## config.mk

```make
export PLATFORM = sky130hd
export DESIGN_NAME = i2s_master_tx
export DESIGN_NICKNAME = d
export VERILOG_FILES = /design/src/rtl/i2s_pkg.sv /design/src/rtl/sample_fifo.sv /design/src/rtl/i2s_master_tx.sv
export SDC_FILE = /design/constraint.sdc
export NUM_CORES = 1
export LEC_CHECK = 0
export BUFFER_PORTS_ARGS = -buffer_cell sky130_fd_sc_hd__clkbuf_2
export CORE_ASPECT_RATIO = 0.7
export CORE_MARGIN = 2
export CORE_UTILIZATION = 25
export DETAILED_ROUTE_END_ITERATION = 8
export GPL_TIMING_DRIVEN = 0
export SYNTH_ARGS = -nofsm -noshare
export SYNTH_HDL_FRONTEND = slang
export SYNTH_SLANG_ARGS = --single-unit
```

## constraint.sdc

```tcl
create_clock -name clk -period 3.25 [get_ports clk]
set_input_delay 0 -clock clk [delete_from_list [all_inputs] [get_ports clk]]
set_output_delay 0 -clock clk [all_outputs]
set_load 0.005 [all_outputs]
```

## src/rtl/i2s_pkg.sv

```systemverilog
// rtl/i2s_pkg.sv - shared constants and sample-pair type for the I2S master transmitter
package i2s_pkg;

    localparam int I2S_SLOT_W    = 32;
    localparam int I2S_SAMPLE_W  = 24;
    localparam int I2S_FRAME_LEN = 2 * I2S_SLOT_W;

    typedef struct packed {
        logic [I2S_SAMPLE_W-1:0] l;
        logic [I2S_SAMPLE_W-1:0] r;
    } sample_pair_t;

endpackage

```

## src/rtl/sample_fifo.sv

```systemverilog
// rtl/sample_fifo.sv - synchronous FIFO with occupancy count, full and empty
module sample_fifo #(
    parameter int WIDTH = 48,
    parameter int DEPTH = 4
) (
    input  logic                       clk,
    input  logic                       rst,
    input  logic                       push,
    input  logic [WIDTH-1:0]           wdata,
    input  logic                       pop,
    output logic [WIDTH-1:0]           rdata,
    output logic [$clog2(DEPTH+1)-1:0] count,
    output logic                       full,
    output logic                       empty
);

    localparam int PTR_W = $clog2(DEPTH);
    localparam int CNT_W = $clog2(DEPTH+1);

    logic [WIDTH-1:0] mem [DEPTH];
    logic [PTR_W-1:0] wr_ptr;
    logic [PTR_W-1:0] rd_ptr;
    logic             do_push;
    logic             do_pop;

    assign full    = (count == CNT_W'(DEPTH));
    assign empty   = (count == '0);
    assign do_push = push && !full;
    assign do_pop  = pop && !empty;
    assign rdata   = mem[rd_ptr];

    // Storage is not reset; occupancy is tracked solely by the pointers and count.
    always_ff @(posedge clk) begin
        if (do_push) begin
            mem[wr_ptr] <= wdata;
        end
    end

    always_ff @(posedge clk or posedge rst) begin
        if (rst) begin
            wr_ptr <= '0;
            rd_ptr <= '0;
            count  <= '0;
        end else begin
            if (do_push) begin
                wr_ptr <= wr_ptr + 1'b1;
            end
            if (do_pop) begin
                rd_ptr <= rd_ptr + 1'b1;
            end
            case ({do_push, do_pop})
                2'b10:   count <= count + 1'b1;
                2'b01:   count <= count - 1'b1;
                default: count <= count;
            endcase
        end
    end

endmodule

```

## src/rtl/i2s_master_tx.sv

```systemverilog
// rtl/i2s_master_tx.sv - I2S bus master: generates sclk/lrclk and serializes stereo samples MSB-first
module i2s_master_tx
    import i2s_pkg::*;
#(
    parameter int CLK_DIV    = 8,
    parameter int SAMPLE_W   = I2S_SAMPLE_W,
    parameter int SLOT_W     = I2S_SLOT_W,
    parameter int FIFO_DEPTH = 4
) (
    input  logic                            clk,
    input  logic                            Reset_h,
    input  logic                            in_valid,
    output logic                            in_ready,
    input  logic [SAMPLE_W-1:0]             in_l,
    input  logic [SAMPLE_W-1:0]             in_r,
    input  logic                            clr_underrun,
    output logic                            sclk,
    output logic                            lrclk,
    output logic                            d_out,
    output logic                            underrun,
    output logic [$clog2(FIFO_DEPTH+1)-1:0] fifo_level
);

    localparam int FRAME = 2 * SLOT_W;
    localparam int IDX_W = $clog2(FRAME);
    localparam int DIV_W = $clog2(CLK_DIV);
    localparam int PAIR_W = 2 * SAMPLE_W;

    localparam logic [DIV_W-1:0] DIV_TC   = DIV_W'(CLK_DIV - 1);
    localparam logic [IDX_W-1:0] LAST_IDX = IDX_W'(FRAME - 1);
    localparam logic [IDX_W-1:0] R_START  = IDX_W'(SLOT_W);
    localparam logic [IDX_W-1:0] L_FIRST  = IDX_W'(1);
    localparam logic [IDX_W-1:0] L_LAST   = IDX_W'(SAMPLE_W);
    localparam logic [IDX_W-1:0] R_FIRST  = IDX_W'(SLOT_W + 1);
    localparam logic [IDX_W-1:0] R_LAST   = IDX_W'(SLOT_W + SAMPLE_W);

    logic [DIV_W-1:0]  div_cnt;
    logic [IDX_W-1:0]  bit_idx;
    logic [IDX_W-1:0]  next_idx;
    logic [PAIR_W-1:0] shreg;
    logic [PAIR_W-1:0] fifo_rdata;
    logic              fifo_full;
    logic              fifo_empty;
    logic              sclk_tc;
    logic              sclk_fall;
    logic              frame_load;
    logic              data_bit;

    assign sclk_tc    = (div_cnt == DIV_TC);
    assign sclk_fall  = sclk_tc && sclk;
    assign next_idx   = (bit_idx == LAST_IDX) ? '0 : bit_idx + 1'b1;
    assign frame_load = sclk_fall && (next_idx == '0);
    assign data_bit   = ((next_idx >= L_FIRST) && (next_idx <= L_LAST)) ||
                        ((next_idx >= R_FIRST) && (next_idx <= R_LAST));
    assign in_ready   = !fifo_full;

    // Pop is driven from registered FIFO state only, so a push on the load edge waits a frame.
    sample_fifo #(
        .WIDTH (PAIR_W),
        .DEPTH (FIFO_DEPTH)
    ) u_fifo (
        .clk   (clk),
        .rst   (Reset_h),
        .push  (in_valid && in_ready),
        .wdata ({in_l, in_r}),
        .pop   (frame_load),
        .rdata (fifo_rdata),
        .count (fifo_level),
        .full  (fifo_full),
        .empty (fifo_empty)
    );

    always_ff @(posedge clk or posedge Reset_h) begin
        if (Reset_h) begin
            div_cnt  <= '0;
            sclk     <= 1'b0;
            bit_idx  <= LAST_IDX;
            lrclk    <= 1'b1;
            d_out    <= 1'b0;
            shreg    <= '0;
            underrun <= 1'b0;
        end else begin
            div_cnt <= sclk_tc ? '0 : div_cnt + 1'b1;
            if (sclk_tc) begin
                sclk <= ~sclk;
            end
            // Left sample sits in the upper half, so after its shifts the right sample is at the MSB.
            if (sclk_fall) begin
                bit_idx <= next_idx;
                lrclk   <= (next_idx >= R_START);
                if (frame_load) begin
                    shreg <= fifo_empty ? '0 : fifo_rdata;
                    d_out <= 1'b0;
                end else if (data_bit) begin
                    d_out <= shreg[PAIR_W-1];
                    shreg <= {shreg[PAIR_W-2:0], 1'b0};
                end else begin
                    d_out <= 1'b0;
                end
            end
            if (frame_load && fifo_empty) begin
                underrun <= 1'b1;
            end else if (clr_underrun) begin
                underrun <= 1'b0;
            end
        end
    end

endmodule

```

== Yosys cells after proc, flatten, opt, wreduce, memory -nomap -nowiden ==
Memory sizes are Yosys's and may differ from the RTL's.
Index checks and enable logic that the tools add are counted.

* Input bits: 52
* Memories kept: 1
* Flip-flop bits (word level): 68
* Output and inout port bits: 8
* Memory bits (writable): 192
* Word-level logic and storage cells: 57
* Memory bits (read-only): 0
* Bits in latches: 0

{| class="wikitable"
|+ Memories
! memory !! words !! width !! rd ports !! clocked after Yosys merged registers in !! wr ports !! line !! text
|-
| u_fifo.mem || 4 || 48 || 1 || 0 || 1 || sample_fifo.sv:20 || <nowiki>logic [WIDTH-1:0] mem [DEPTH];</nowiki>
|}

* Equal/unequal tests: 5
* Reduce and logical (&&, ||, !) cells: 17
* Div/mod/pow operators: 0
* Multipliers: 0
* Magnitude comparators: 5
* Shift operators: 0
* Mux-type cells: 12
* Add/sub/neg operators: 6
* Bitwise operators: 1

{| class="wikitable"
|+ Operators by type and width
! operator !! count
|-
| $mux 48 || 3
|-
| $ge 6x6->1 const B || 2
|-
| $logic_and 1x1->1 || 8
|-
| $add 3x1->3 const B || 2
|-
| $add 6x1->6 const B || 1
|-
| $eq 3x3->1 const B || 2
|-
| $eq 6x6->1 const B || 1
|-
| $ge 6x1->1 const B || 1
|-
| $le 6x5->1 const B || 1
|-
| $le 6x6->1 const B || 1
|-
| $logic_not 6->1 || 1
|-
| $mux 1 || 6
|-
| $mux 6 || 1
|-
| $pmux 3 s2 || 1
|-
| $reduce_bool 2->1 || 3
|-
| $add 2x1->2 const B || 2
|-
| $logic_not 3->1 || 1
|-
| $mux 3 || 1
|-
| $sub 3x1->3 const B || 1
|-
| $eq 2x1->1 const B || 1
|-
| $eq 2x2->1 const B || 1
|-
| $logic_not 1->1 || 2
|-
| $reduce_and 2->1 || 1
|-
| $logic_or 1x1->1 || 1
|-
| $not 1->1 || 1
|}

== Depth between registers and ports, before layout ==
* Depth in word-level cells: 7
* Gate-level depth with buffers: 13
* Mapped depth without buffers: 11

== Hierarchy ==
Synthesis repeated with hierarchy kept, for this count alone.

* Cell total of the unflattened synthesis: 679
* Area, all modules: 11110.7 µm²

{| class="wikitable"
|+ By module, submodules not included
! module !! seq. area each (µm²) !! instances !! cells an instance !! area an instance (µm²)
|-
| sample_fifo || 5940.7 || 1 || 289 || 7410.9
|-
| i2s_master_tx || 1535.2 || 1 || 390 || 3699.8
|}

== Worst setup path before layout ==
No wires, ideal clock.

* Kind: register -> register
* Start: register bit_idx[0]
* End: register u_fifo.count[2]
* Clock period less this slack: 2.846 ns
* Slack: 0.404 ns
* Cell stages (with the launch flop): 14
* Buffers on the path: 2
* Data arrival time: 2.767 ns
* Setup time: 0.079 ns
* Data required time: 3.171 ns
* Cell sequence: dfstp_2 ha_1 buf_2 nand2_1 nor2_1 o221ai_2 nor3b_2 buf_2 ha_1 inv_1 fa_1 xor2_1 nor2_1 xor2_1

* Cells in the longest elaborated chain, start to end: 7
* Elaborated cells between the ends (all ways): 10
* Those cells by class: 1 x add/sub; 3 x eq/ne; 2 x mux; 4 x reduce/logical

{| class="wikitable"
|+ Ends and longest elaborated chain
! item !! line !! text
|-
| start, declared || i2s_master_tx.sv:38 || <nowiki>logic [IDX_W-1:0] bit_idx;</nowiki>
|-
| start signal, assigned || i2s_master_tx.sv:89 || <nowiki>bit_idx <= next_idx;</nowiki>
|-
| $add 6x1->6 / $eq 6x6->1 (equally long branches) || i2s_master_tx.sv:51 || <nowiki>assign next_idx = (bit_idx == LAST_IDX) ? '0 : bit_idx + 1'b1;</nowiki>
|-
| $mux 6 * || i2s_master_tx.sv:51 ||
|-
| $logic_not 6->1 * || i2s_master_tx.sv:52 || <nowiki>assign frame_load = sclk_fall && (next_idx == '0);</nowiki>
|-
| $logic_and 1x1->1 * || i2s_master_tx.sv:52 ||
|-
| $logic_and 1x1->1 * || sample_fifo.sv:29 || <nowiki>assign do_pop = pop && !empty;</nowiki>
|-
| via u_fifo.do_pop || sample_fifo.sv:24 || <nowiki>logic do_pop;</nowiki>
|-
| $eq 2x1->1 / $eq 2x2->1 (equally long branches) || sample_fifo.sv:51 || <nowiki>case ({do_push, do_pop})</nowiki>
|-
| $pmux 3 s2 / $reduce_bool 2->1 (equally long branches) || -- ||
|-
| end signal, assigned || sample_fifo.sv:52 || <nowiki>2'b10: count <= count + 1'b1;</nowiki>
|-
| end signal, assigned || sample_fifo.sv:53 || <nowiki>2'b01: count <= count - 1'b1;</nowiki>
|-
| end signal, assigned || sample_fifo.sv:54 || <nowiki>default: count <= count;</nowiki>
|-
| end, declared || sample_fifo.sv:12 || <nowiki>output logic [$clog2(DEPTH+1)-1:0] count,</nowiki>
|}

The timed path passes the listed nets; every way through them passes the cells marked *.
A chain may end at the register's enable or synchronous reset.

== Worst setup path in the final report ==
Ends and elaborated chain as after synthesis.

==> impl_metrics.env <==
export IMPL_finalHoldViolCount=0
export IMPL_synth_top_area_share_pct=54.4
export IMPL_path_clk_slew_ns=0.06
export IMPL_p_per_area_nw_per_um2=637
export IMPL_start_util_pct=25.2
export IMPL_fillers=4095
export IMPL_synthTopCellsByArea="edfxtp_1, dfrtp_1, mux4_2, mux2_4, a22o_1"
export IMPL_preCtsSetupSlack_ns=-0.177
export IMPL_antenna_found_initial=2
export IMPL_synthCells=541
export IMPL_grt_max_degree=49
export IMPL_initialDrtViolationCount=341
export IMPL_ys_warn_count=0
export IMPL_cts_root_buf="clkbuf_16"
export IMPL_fp_row_count=63
export IMPL_worst_path_buf_inv=3
export IMPL_ys_ff_latch=260
export IMPL_syn_area_um2=10600
export IMPL_dp_hpwl_um=13400
export IMPL_path_max_fanout=10
export IMPL_critical_path_slowest_cell="dfstp_2"
export IMPL_synth_nets=604
export IMPL_place_congestion=0.745
export IMPL_numClockSinks=260
export IMPL_grtUsageMet1_pct=13.4
export IMPL_path_cells="ha_1 > buf_2 > nand2_1 > nor2_1 > o221ai_2 > nor3b_4 > buf_6 > ha_1 > inv_1 > fa_1 > xor2_1 > nor2_1 > xor2_1"
export IMPL_final_layout_size_suffix_gt1_share_pct=33.8
export IMPL_setup_viol=0
export IMPL_ant_nets=0
export IMPL_slowest_delay_ns=0.59
export IMPL_die_w_um=250
export IMPL_vdd_drop_max_mv=0.314
export IMPL_vias_per_cell=4.19
export IMPL_critPathLaunchType="register"
export IMPL_yosys_area_top_type="edfxtp_1"
export IMPL_synth_most_common_cell="edfxtp_1"
export IMPL_synth_avg_cell_area_um2=19.6
export IMPL_tightest_slew_ns=0.928
export IMPL_p_leak_uw=0.00489
export IMPL_ys_types=49
export IMPL_async_flop_share_pct=26.2
export IMPL_cts_made_buffers=28
export IMPL_grt_overflow=0
export IMPL_final_min_clock_period_ns=3.00
export IMPL_insertion_delay_ns=0.54
export IMPL_critPathKind="reg -> reg"
export IMPL_crit_arrival_ns=3.47
export IMPL_drv_slew=0
export IMPL_grt_pass1_wl_um=33300
export IMPL_netlist_top_cells_count="edfxtp_1, dfrtp_1, mux4_2"
export IMPL_grt_pass1_vias=5727
export IMPL_fp_dieH_um=176
export IMPL_cap_violations=0
export IMPL_grtUsageTotal_pct=9.58
export IMPL_syn2layout_area_growth_pct=24.5
export IMPL_fin_nets=749
export IMPL_cts_buffer_depth=3
export IMPL_slew_headroom_pct=38.1
export IMPL_io_pins=60
export IMPL_required_ns=3.71
export IMPL_layout_worst_path_cycle_share_pct=92.3
export IMPL_wl_per_cell_um=16.5
export IMPL_critical_path_top_delay_family="adder cells"
export IMPL_hp_class="in -> async"
export IMPL_finalClockSkew_ns=0.0150
export IMPL_core_area_um2=42100
export IMPL_drc=0
export IMPL_place_area_um2=11700
export IMPL_ys_flop_type="edfxtp_1"
export IMPL_met3_usage_pct=1.93
export IMPL_dieArea_um2=44100
export IMPL_totalWireLength_um=20800
export IMPL_dr_pass1_iters=4
export IMPL_fmaxAchievable_mhz=333
export IMPL_cts_tree="done"
export IMPL_port_buffers=59
export IMPL_cts_htree_levels=1
export IMPL_vias=5287
export IMPL_fin_area_um2=13200
export IMPL_fin_ws_ns=0.249
export IMPL_synth_edf_count=192
export IMPL_status="complete, no violations"
export IMPL_ys_seq_area_share_pct=70.5
export IMPL_crit_path_end_kind="register"
export IMPL_use_met2_pct=15.5
export IMPL_busiest_layer="met2"
==> worst paths after layout <==
kind                         startpoint         endpoint  slack, ns  cells after the start
setup / recovery             bit_idx[0]  u_fifo.count[2]       0.25                     13
hold / removal                  Reset_h  u_fifo.count[2]       0.01                      3
max in group asynchronous       Reset_h       bit_idx[1]       2.62                      4
hold reg to reg              div_cnt[0]       div_cnt[0]       0.45                      1
min in group clk           clr_underrun         underrun       0.20                      3
setup reg to reg             bit_idx[0]  u_fifo.count[2]       0.25                     13
==> metal layers <==
layer	up-vias	part of all wire, %
met5	-	0.077
met3	33	3.4
li1	2461	-
met2	73	46
met1	2718	49
met4	2	1.9
==> final cells by class <==
type	count	area, µm²	share of cell area [%]
repair buffers	115	881	6.67
clock buffers	35	788	5.97
plain buffers	33	249	1.89
diodes	1	2.50	0.0190
inverters	12	47.5	0.360
well taps	552	691	5.23
multi-input cells	236	2860	21.6
flip-flops and latches	260	7480	56.6
clock inverters	17	209	1.58
==> flip-flops by register name, indices dropped and copies added, names as in the netlist <==
name           count
u_fifo.wr_ptr      2
sclk               1
div_cnt            3
u_fifo.mem       192
shreg             48
bit_idx            6
u_fifo.count       3
u_fifo.rd_ptr      2
lrclk              1
underrun           1
d_out              1
==> tightest hold or removal path: stages <==
cell	delay (ns)
dlygate4sd3_1	0.53
clkbuf_2	0.12
inv_4	0.32
==> power breakdown <==
group | internal (µW) | switching [µW]
Clock | 2100 | 1260
Sequential | 4140 | 110
Combinational | 294 | 508
Total | 6530 | 1870
==> layout by cell type, fill, tap and decap left out, types with 3 or more instances in the layout <==
cell type	count
buf_6	7
buf_2	4
dlygate4sd3_1	51
nand3_1	4
dfrtp_1	61
inv_1	10
ha_1	10
xor2_1	5
clkbuf_8	4
bufinv_16	5
a22o_1	47
mux4_2	48
clkbuf_1	18
nor2_1	6
o21ai_0	3
edfxtp_1	192
xnor2_1	7
clkinv_1	6
clkinv_2	4
o211ai_1	3
buf_4	4
o21a_1	3
mux2_2	17
and2_1	3
clkbuf_16	29
mux2_4	30
nand2_1	15
clkbuf_2	59
dfstp_2	7
buf_12	6
==> stage by stage <==
step                utilization, %  TNS (ns)  hold slack (ns)  cells  total power [µW]
floorplan                        -         0           0.0989    541              4730
global route                  31.4   -0.0136           0.0606   1260              8750
global placement              27.5    -20.68            0.202   1152              5070
finish                        31.4         0           0.0109   1261              8410
detailed placement            27.7    -0.177           0.0412   1155              5110
CTS                           31.3         0           0.0175   1258              8530
==> cells by family (layout without fill, tap and decap cells) <==
family | after synthesis | in the layout | share of synthesized area [%]
buffers and inverters | 45 | 212 | 2.71
AOI/OAI and AO/OA | 69 | 69 | 5.52
DFF | 260 | 260 | 70.5
xor gates and xnor gates | 12 | 12 | 0.991
and+or+nand+nor | 47 | 47 | 2.45
adders and majority gates | 11 | 11 | 1.37
muxes | 97 | 97 | 16.4
other | 0 | 1 | 0
==> timing repair <==
item,4_1_cts,5_1_grt
pin swaps,0,1
setup buffers,0,2
hold buffers,51,0
cloned,0,0
endpoints found under the hold margin,261,0
gates resized for setup,2,1
setup endpoints to repair,1,2
Note: power is estimated with default switching activity, not from simulation.
